### config.mk
export PLATFORM = sky130hd
export DESIGN_NAME = ltl_monitor_ctrl_flat
export DESIGN_NICKNAME = d
export VERILOG_FILES = /design/src/rtl/ltl_mon_pkg.sv /design/src/rtl/ltl_monitor_ctrl_if.sv /design/src/rtl/ltl_mon_evt_fifo.sv /design/src/rtl/ltl_monitor_ctrl.sv /design/src/flat_wrapper.sv
export SDC_FILE = /design/constraint.sdc
export NUM_CORES = 1
export LEC_CHECK = 0
export ABC_CLOCK_PERIOD_IN_PS = 7500
export BUFFER_PORTS_ARGS = -buffer_cell sky130_fd_sc_hd__buf_2
export CAP_MARGIN = 20
export CORE_UTILIZATION = 55
export DETAILED_ROUTE_END_ITERATION = 10
export GPL_TIMING_DRIVEN = 0
export PLACE_DENSITY = 0.82
export SETUP_SLACK_MARGIN = 0.1
export SLEW_MARGIN = 40
export SYNTH_ARGS = -nofsm -noshare
export SYNTH_HDL_FRONTEND = slang
export SYNTH_SLANG_ARGS = --single-unit
### constraint.sdc
create_clock -name clk -period 7.5 [get_ports clk]
set_input_delay 1.5 -clock clk [delete_from_list [all_inputs] [get_ports clk]]
set_output_delay 1.5 -clock clk [all_outputs]
set_load 0.02 [all_outputs]
### src/rtl/ltl_mon_pkg.sv
// Shared types and default widths for the LTL automaton-cluster sequencer.
package ltl_mon_pkg;

    localparam int LTL_SYM_W     = 8;
    localparam int LTL_NUM_REP   = 4;
    localparam int LTL_IDX_W     = 16;
    localparam int LTL_EVT_DEPTH = 4;
    localparam int LTL_TIMEOUT   = 1024;

    typedef enum logic [2:0] {
        ST_IDLE,
        ST_ARM,
        ST_RUN,
        ST_DRAIN,
        ST_DONE
    } ltl_state_e;

    typedef struct packed {
        logic [LTL_IDX_W-1:0]   index;
        logic [LTL_NUM_REP-1:0] report;
    } ltl_evt_t;

endpackage

### src/rtl/ltl_monitor_ctrl_if.sv
// Trace-symbol input stream and report-event output stream of the sequencer.
interface ltl_monitor_ctrl_if #(
    parameter int SYM_W   = 8,
    parameter int NUM_REP = 4,
    parameter int IDX_W   = 16
);
    logic               sym_valid;
    logic               sym_ready;
    logic [SYM_W-1:0]   sym_data;
    logic               sym_last;
    logic               evt_valid;
    logic               evt_ready;
    logic [IDX_W-1:0]   evt_index;
    logic [NUM_REP-1:0] evt_report;

    modport master (
        output sym_valid, sym_data, sym_last, evt_ready,
        input  sym_ready, evt_valid, evt_index, evt_report
    );

    modport slave (
        input  sym_valid, sym_data, sym_last, evt_ready,
        output sym_ready, evt_valid, evt_index, evt_report
    );
endinterface

### src/rtl/ltl_mon_evt_fifo.sv
// Show-ahead synchronous FIFO with a free-slot count; push and pop may coincide even when full.
module ltl_mon_evt_fifo #(
    parameter int DEPTH = 4,
    parameter int W     = 20,
    localparam int PW   = $clog2(DEPTH)
) (
    input  logic         clk,
    input  logic         reset,
    input  logic         push,
    input  logic [W-1:0] push_data,
    input  logic         pop,
    output logic [W-1:0] rd_data,
    output logic         empty,
    output logic [PW:0]  free
);
    localparam int FW = PW + 1;

    logic [W-1:0]  mem [DEPTH];
    logic [PW-1:0] wr_ptr, rd_ptr;
    logic [PW:0]   count;
    logic          wr_en, rd_en;

    assign empty   = (count == '0);
    assign free    = FW'(DEPTH) - count;
    assign rd_data = mem[rd_ptr];
    assign rd_en   = pop && !empty;
    // A full FIFO still accepts a write when the head is leaving in the same cycle.
    assign wr_en   = push && ((count != FW'(DEPTH)) || rd_en);

    always_ff @(posedge clk) begin
        if (reset) begin
            wr_ptr <= '0;
            rd_ptr <= '0;
            count  <= '0;
        end else begin
            if (wr_en) wr_ptr <= wr_ptr + 1'b1;
            if (rd_en) rd_ptr <= rd_ptr + 1'b1;
            case ({wr_en, rd_en})
                2'b10:   count <= count + 1'b1;
                2'b01:   count <= count - 1'b1;
                default: count <= count;
            endcase
        end
    end

    always_ff @(posedge clk) begin
        if (wr_en) mem[wr_ptr] <= push_data;
    end

endmodule

### src/rtl/ltl_monitor_ctrl.sv
// Sequencer for one LTL automaton cluster: arms the automaton, gates run per symbol, queues reports.
// Optional idle timeout is built when LTL_MON_TIMEOUT_EN is defined.
module ltl_monitor_ctrl
    import ltl_mon_pkg::*;
#(
    parameter int SYM_W     = LTL_SYM_W,
    parameter int NUM_REP   = LTL_NUM_REP,
    parameter int IDX_W     = LTL_IDX_W,
    parameter int EVT_DEPTH = LTL_EVT_DEPTH,
    parameter int TIMEOUT   = LTL_TIMEOUT
) (
    input  logic               clk,
    input  logic               reset,
    input  logic               cmd_start,
    ltl_monitor_ctrl_if.slave  bus,
    output logic               aut_reset,
    output logic               aut_run,
    output logic [SYM_W-1:0]   aut_symbols,
    input  logic [NUM_REP-1:0] aut_report,
    output logic               busy,
    output logic               done,
    output logic               evt_overflow,
    output logic               timeout
);
    localparam int PW = $clog2(EVT_DEPTH);
    localparam int FW = PW + 1;
    localparam logic [IDX_W-1:0] IDX_MAX = '1;

    ltl_state_e                 state;
    logic [IDX_W-1:0]           idx, cap_idx;
    logic                       cap_pending;
    logic [PW:0]                fifo_free;
    logic                       fifo_empty, free_ok, accept, push, pop;
    logic [IDX_W+NUM_REP-1:0]   rd_data;

    // One slot stays reserved for the report of the symbol currently in flight.
    assign free_ok       = fifo_free >= FW'(2);
    assign bus.sym_ready = ((state == ST_ARM) || (state == ST_RUN)) && free_ok;
    assign accept        = bus.sym_valid && bus.sym_ready;
    assign aut_run       = accept;
    assign aut_symbols   = bus.sym_data;
    assign aut_reset     = (state == ST_IDLE) || (state == ST_DONE) || ((state == ST_ARM) && !accept);

    assign push          = cap_pending && (aut_report != '0);
    assign pop           = bus.evt_valid && bus.evt_ready;
    assign bus.evt_valid = !fifo_empty;
    assign {bus.evt_index, bus.evt_report} = rd_data;

    ltl_mon_evt_fifo #(
        .DEPTH (EVT_DEPTH),
        .W     (IDX_W + NUM_REP)
    ) u_fifo (
        .clk       (clk),
        .reset     (reset),
        .push      (push),
        .push_data ({cap_idx, aut_report}),
        .pop       (pop),
        .rd_data   (rd_data),
        .empty     (fifo_empty),
        .free      (fifo_free)
    );

`ifdef LTL_MON_TIMEOUT_EN
    localparam int TO_W = $clog2(TIMEOUT + 1);
    localparam logic [TO_W-1:0] TO_LAST = TO_W'(TIMEOUT - 1);
    logic [TO_W-1:0] idle_cnt;
`else
    assign timeout = 1'b0;
`endif

    always_ff @(posedge clk) begin
        if (reset) begin
            state        <= ST_IDLE;
            busy         <= 1'b0;
            done         <= 1'b0;
            evt_overflow <= 1'b0;
            idx          <= '0;
            cap_idx      <= '0;
            cap_pending  <= 1'b0;
`ifdef LTL_MON_TIMEOUT_EN
            timeout      <= 1'b0;
            idle_cnt     <= '0;
`endif
        end else begin
            done        <= 1'b0;
            cap_pending <= accept;
            if (accept) begin
                cap_idx <= idx;
                if (idx != IDX_MAX) idx <= idx + 1'b1;
                if (idx >= IDX_MAX - 1'b1) evt_overflow <= 1'b1;
            end
            case (state)
                ST_IDLE: begin
                    if (cmd_start) begin
                        state        <= ST_ARM;
                        busy         <= 1'b1;
                        idx          <= '0;
                        evt_overflow <= 1'b0;
`ifdef LTL_MON_TIMEOUT_EN
                        timeout      <= 1'b0;
                        idle_cnt     <= '0;
`endif
                    end
                end
                ST_ARM, ST_RUN: begin
                    if (accept) state <= bus.sym_last ? ST_DRAIN : ST_RUN;
`ifdef LTL_MON_TIMEOUT_EN
                    // A stalled-but-valid symbol neither counts as idle nor restarts the count.
                    if (accept) begin
                        idle_cnt <= '0;
                    end else if (!bus.sym_valid) begin
                        if (idle_cnt == TO_LAST) begin
                            idle_cnt <= '0;
                            timeout  <= 1'b1;
                            state    <= ST_DRAIN;
                        end else begin
                            idle_cnt <= idle_cnt + 1'b1;
                        end
                    end
`endif
                end
                ST_DRAIN: begin
                    state <= ST_DONE;
                    done  <= 1'b1;
                end
                ST_DONE: begin
                    state <= ST_IDLE;
                    busy  <= 1'b0;
                end
                default: begin
                    state <= ST_IDLE;
                    busy  <= 1'b0;
                end
            endcase
        end
    end

endmodule

### src/flat_wrapper.sv
// flat-port wrapper written by rule: the top's interface ports become plain ports
module ltl_monitor_ctrl_flat import ltl_mon_pkg::*;
#(
    parameter int SYM_W     = LTL_SYM_W,
    parameter int NUM_REP   = LTL_NUM_REP,
    parameter int IDX_W     = LTL_IDX_W,
    parameter int EVT_DEPTH = LTL_EVT_DEPTH,
    parameter int TIMEOUT   = LTL_TIMEOUT
)
  (clk, reset, cmd_start, aut_reset, aut_run, aut_symbols, aut_report, busy, done, evt_overflow, timeout, bus_sym_valid, bus_sym_data, bus_sym_last, bus_evt_ready, bus_sym_ready, bus_evt_valid, bus_evt_index, bus_evt_report);
  ltl_monitor_ctrl_if #(.SYM_W(SYM_W), .NUM_REP(NUM_REP), .IDX_W(IDX_W)) bus_i ();
  input  logic clk;
  input  logic reset;
  input  logic cmd_start;
  output logic aut_reset;
  output logic aut_run;
  output logic [SYM_W-1:0] aut_symbols;
  input  logic [NUM_REP-1:0] aut_report;
  output logic busy;
  output logic done;
  output logic evt_overflow;
  output logic timeout;
  input wire logic [$bits(bus_i.sym_valid)-1:0] bus_sym_valid;
  input wire logic [$bits(bus_i.sym_data)-1:0] bus_sym_data;
  input wire logic [$bits(bus_i.sym_last)-1:0] bus_sym_last;
  input wire logic [$bits(bus_i.evt_ready)-1:0] bus_evt_ready;
  output wire logic [$bits(bus_i.sym_ready)-1:0] bus_sym_ready;
  output wire logic [$bits(bus_i.evt_valid)-1:0] bus_evt_valid;
  output wire logic [$bits(bus_i.evt_index)-1:0] bus_evt_index;
  output wire logic [$bits(bus_i.evt_report)-1:0] bus_evt_report;
  assign bus_i.sym_valid = bus_sym_valid;
  assign bus_i.sym_data = bus_sym_data;
  assign bus_i.sym_last = bus_sym_last;
  assign bus_i.evt_ready = bus_evt_ready;
  assign bus_sym_ready = bus_i.sym_ready;
  assign bus_evt_valid = bus_i.evt_valid;
  assign bus_evt_index = bus_i.evt_index;
  assign bus_evt_report = bus_i.evt_report;
  ltl_monitor_ctrl #(.SYM_W(SYM_W), .NUM_REP(NUM_REP), .IDX_W(IDX_W), .EVT_DEPTH(EVT_DEPTH), .TIMEOUT(TIMEOUT)) u_core (.clk(clk), .reset(reset), .cmd_start(cmd_start), .bus(bus_i), .aut_reset(aut_reset), .aut_run(aut_run), .aut_symbols(aut_symbols), .aut_report(aut_report), .busy(busy), .done(done), .evt_overflow(evt_overflow), .timeout(timeout));
endmodule
# After elaboration in Yosys (flattened, before gate mapping)
# Memories as Yosys holds them, arrays and structs flattened. A register that Yosys moved wholly into a read port is not among the register bits.
# Index checks and enable logic that the tools add are counted.
# totals
regBits,46
ramBits,80
in_bits,18
output_inout_bits,36
word_cells,71
memories,1
# memory_table
name,depth,word_bits,read_ports,rd_clocked_by_memory_dff,wr,line,source
u_core.u_fifo.mem,4,20,1,1,1,ltl_mon_evt_fifo.sv:18,logic [W-1:0] mem [DEPTH];
# classes
addsub,6
magnitude_cmp,2
eq_ne,10
muxes,20
bitwise_logic,1
n_reduce_logical,21
# ops
operator,count
16-bit two-way mux,4
16-bit by 1-bit adder with 16-bit output (second input constant),1
16-bit greater-or-equal comparator (second input constant),1
16-bit != test (second input constant),1
1-bit two-way mux,9
3-bit one-hot mux with 3 select lines,1
1-bit logical AND,7
3-bit by 2-bit equality test with 1-bit output (second input constant),2
3-bit logical NOT,2
3-bit two-way mux,2
3-bit one-hot mux with 2 select lines,1
2-bit by 1-bit adder with 2-bit output (second input constant),2
1-bit logical OR,4
2-bit two-way mux,2
2-bit AND reduction,2
4-bit nonzero test,1
3-bit by 1-bit adder with 3-bit output (second input constant),1
3-bit by 1-bit equality test with 1-bit output (second input constant),1
3-bit equality test (second input constant),1
3-bit by 2-bit greater-or-equal comparator with 1-bit output (second input constant),1
3-bit != test (second input constant),1
3-bit OR reduction,1
3-bit by 1-bit subtractor with 3-bit output (second input constant),1
3-bit subtractor (first input constant),1
other kinds (9),10

# Longest topological paths before layout
# depth
depth_word,8
depth_mapped,9
ltp_nobuf,9

# Cells and area by module
# Synthesis repeated with hierarchy kept, for this count alone.
# hier_totals
hier_cells,388
area_unflattened_um2,5321.4
# modules_own_cells
module,instances,cells_per_inst,area_per_inst_um2,seq_area_each_um2
ltl_mon_evt_fifo,1,168,3500.9,2582.5
ltl_monitor_ctrl,1,220,1820.5,780.7

# Worst setup path after synthesis
# OpenSTA, ideal clock, no wires.
# synth_timing
path_type,input to output
start,input bus_sym_valid
end,output aut_run
arrival_ns,2.300
t_required_ns,6.000
slack_ns,3.700
path_stages,4
n_path_buf,1
cell_sequence,nor2b_1 -> nand3_2 -> clkinv_1 -> buf_1
# synth_via
elab_chain_cells,1
# synth_lines
element,line,source
from (decl),flat_wrapper.sv:23,input wire logic [$bits(bus_i.sym_valid)-1:0] bus_sym_valid;
1-bit logical AND,ltl_monitor_ctrl.sv:39,assign accept = bus.sym_valid && bus.sym_ready;
to (decl),flat_wrapper.sv:16,output logic aut_run;
# Every way passes these cells.

# Worst setup path in the final report
# layout_timing
start,register u_core.u_fifo.count[1]
end,output aut_run
# layout_via
elab_chain_cells,4
# layout_lines
element,line,source
from (decl),ltl_mon_evt_fifo.sv:20,logic [PW:0] count;
from (signal assigned),ltl_mon_evt_fifo.sv:39,2'b10: count <= count + 1'b1;
from (signal assigned),ltl_mon_evt_fifo.sv:40,2'b01: count <= count - 1'b1;
from (signal assigned),ltl_mon_evt_fifo.sv:41,default: count <= count;
3-bit subtractor,ltl_mon_evt_fifo.sv:24,assign free = FW'(DEPTH) - count;
3-bit by 2-bit greater-or-equal comparator with 1-bit output,ltl_monitor_ctrl.sv:37,assign free_ok = fifo_free >= FW'(2);
1-bit logical AND,ltl_monitor_ctrl.sv:38,assign bus.sym_ready = ((state == ST_ARM) || (state == ST_RUN)) && free_ok;
1-bit logical AND,ltl_monitor_ctrl.sv:39,
# Every way passes these cells.

==> metrics.yaml <==
status:
  outcome: "finished clean"
clock_network:
  cts_made_buffers: 17
  worst_skew_pair.late_latency_ps: 510
  cts-htree-levels: 4
  max-clock-path-buffers: 2
  postCtsResizedCells: 0
  clock_sink_count: 128
  postCtsHoldBufs: 0
  clock_tree_from_tritoncts: "built"
  clk_pin_slew_worst_paths_ps: 60
  cts.repair_timing.setup_buffer_count: 0
  clockRootBuffer: "clkbuf_8"
final_layout:
  fillCellCount: 595
  syn2layout_area_growth_pct: 18.4
  antennaDiodeCount: 0
  design_area_um2: 6070
  drive_above_1_share_pct: 27.4
  commonest_non_fill_non_tap_cells_in_the_layout: "edfxtp_1 (80), buf_2 (53), dfxtp_1 (48), nand2_1 (38), nor2_1 (32)"
  mostFrequentLayoutCell: "edfxtp_1"
  multi_input_comb_area_um2: 1570
  register_area_um2: 3360
  nets: 462
drt:
  viasPerCell: 5.51
  firstDrtPassIters: 5
  number_of_vias_after_detailed_routing: 3050
  ant_nets: 0
  detailedRoute.firstIterationViolations: 138
  routedWlPerCell_um: 16.5
  detail_route.drc_violations: 0
  postRouteWirelength_mm: 9.15
global_routing:
  largest_net_degree_at_the_start_of_global_routing: 21
  vias_in_the_first_global_route: 3042
  global_route.overflow_total: 0
  grtUsageTotal_pct: 20.8
  grt_pass1_wl_mm: 15.1
  antenna_found_initial: 0
yosys:
  syn_avg_cell_area_um2: 13.9
  postSynthCellCount: 370
  ys_ff_latch: 128
  ys.warnings.count: 0
  async_reset_ff_share_pct: 0
  synth_enable_flop_cells: 80
  seq_area_frac_synth_pct: 65.6
  netlist-cell-type-count: 43
  synth-main-ff-cell: "edfxtp_1"
  postSynthNetCount: 399
  synth_area_um2: 5130
sta:
  tightest_slew_ps: 763
  finalSetupViolCount: 0
  totalNegativeSetupSlack_ps: 0
  worst_slew_margin_rel_pct: 49.0
  achievable-frequency_mhz: 234
  worst_clock_skew_ps: 12.0
  timing.final.hold_violations: 0
  finalMaxSlewViolations: 0
  finalCriticalPeriod_ps: 4270
  grt_setup_unrepaired: "no"
  final.period_utilization_pct: 56.9
worst_setup_path:
  cp_top_family: "buffers and inverters"
  worstSetupStartpointType: "register"
  cpMaxStageDelayCell: "or3b_2"
  nature_of_the_critical_path_endpoint: "output pin"
  worst_path_largest_cell_delay_ps: 480
  criticalPathCategory: "reg2out"
  critical-path-top-cell-by-count: "ha_1"
  critPathArrivalTime_ps: 2770
  worstPathMaxFanout: 10
  required_ps: 6000
  timing.critical_path.cells: "inv_1 > ha_1 > ha_1 > or3b_2 > nand3_2 > clkinv_1 > buf_1 > buf_2"
  buffer_and_inverter_count_on_the_worst_path: 4
flow_run:
  maxcap_violations: 0
floorplan:
  initial_core_util_pct: 57.7
  rows: 34
  core_um2: 8890
  floorplan.die_area_um2: 9710
  dieHeight_um: 98.6
  fp.dieW_um: 98.6
  top_level_ports: 54
power:
  peakVddDrop_v: 0.000190
  power-per-cell-area_nw_per_um2: 330
  total_leakage_power_uw: 0.00215
placed_design:
  postPlaceCellArea_um2: 5490
  place_congestion: 0.872
  dp_hpwl_mm: 5.69
  portBuffers: 44
hold_path:
  hold_path_class: "reg2reg"
[cell families after synthesis]
family                   after synthesis  synth area share, %
AND/OR/NAND/NOR                      116                 11.3
flip-flops                           128                 65.6
XOR/XNOR                              18                 3.07
buffers and inverters                 41                 3.90
adder cells (fa/ha/maj)               11                 2.83
AO/OA/AOI/OAI                         31                 3.66
other                                  1               0.0731
multiplexers                          24                 9.59
[cells in the mapped netlist (2+ instances only)]
cell type	n	area (um2)
edfxtp_1	80	2400
dfxtp_1	48	961
nand2_1	38	143
nor2_1	32	120
a21oi_1	20	100
mux4_2	20	450
xnor2_1	16	140
inv_1	13	48.8
ha_1	10	125
buf_2	9	45.0
buf_4	9	67.6
clkbuf_1	7	26.3
nand3_1	7	35.0
nor3_1	7	35.0
and2_1	6	37.5
nand4_1	6	37.5
nor4_1	6	37.5
nor2b_1	4	25.0
mux2i_1	3	30.0
a211oi_1	2	15.0
a311oi_1	2	17.5
and4_1	2	17.5
nor4_4	2	42.5
xor2_1	2	17.5
[state kept, by name (all words and copies together) (netlist names), named ones only]
| signal | flops |
|---|---|
| u_core.done | 1 |
| u_core.evt_overflow | 1 |
| u_core.cap_idx | 16 |
| u_core.idx | 16 |
| u_core.u_fifo.wr_ptr | 2 |
| u_core.u_fifo.count | 3 |
| u_core.busy | 1 |
| u_core.state | 3 |
| u_core.cap_pending | 1 |
| u_core.u_fifo.mem | 80 |
| u_core.u_fifo.rd_ptr | 2 |
[report_power, final]
group          switching, uW  internal (uW)  total [uW]  leakage, uW
Clock                    298            503         800     0.000275
Combinational            238            169         407     0.000730
Sequential              20.0            777         797      0.00115
Total                    555           1450        2000      0.00215
[path summary, 6_finish.rpt]
path | depth (start not counted) | end | startpoint | slack [ps]
min | 2 | u_core.busy | u_core.busy | 470
max reg2reg | 7 | u_core.u_fifo.mem[1][9] | u_core.u_fifo.count[1] | 4850
max | 8 | aut_run | u_core.u_fifo.count[1] | 3230
min reg2reg | 2 | u_core.busy | u_core.busy | 470
[layout make-up]
type | instances | share of cell area, %
plain buffers | 27 | 2.43
clock buffers | 17 | 6.82
well taps | 108 | 2.23
repair buffers | 44 | 3.63
flip-flops and latches | 128 | 55.4
clock inverters | 15 | 2.78
multi-input cells | 201 | 25.8
inverters | 14 | 0.866
[per-stage QoR]
stage               utilization, %  worst slack (ps)  total power, uW  hold slack [ps]  cells
global route                  68.3              3080             2090              488    554
global placement              61.7              3350             1220              447    522
floorplan                        -              3700             1120              459    370
finish                        68.3              3230             2000              470    554
CTS                           68.3              3200             2020              469    554
detailed placement            61.7              3350             1220              453    522
[worst register-to-register path: cells and delay by family, from the launching register on]
| kind | cells | cell delay [ps] |
|---|---|---|
| adders and majority gates | 2 | 410 |
| AOI/OAI and AO/OA | 1 | 410 |
| buffers and inverters | 2 | 130 |
| DFF | 1 | 400 |
| and+or+nand+nor | 2 | 910 |
[routing by layer]
| layer | part of all wire [%] | up-vias | GRT usage, % |
|---|---|---|---|
| li1 | - | 1468 | - |
| met1 | 45 | 1479 | 26.9 |
| met2 | 49 | 93 | 33.3 |
| met3 | 5.7 | 10 | 6.67 |
| met4 | 0.92 | 0 | 7.46 |
| met5 | 0 | - | 0 |
(Power assumes the default switching activity.)
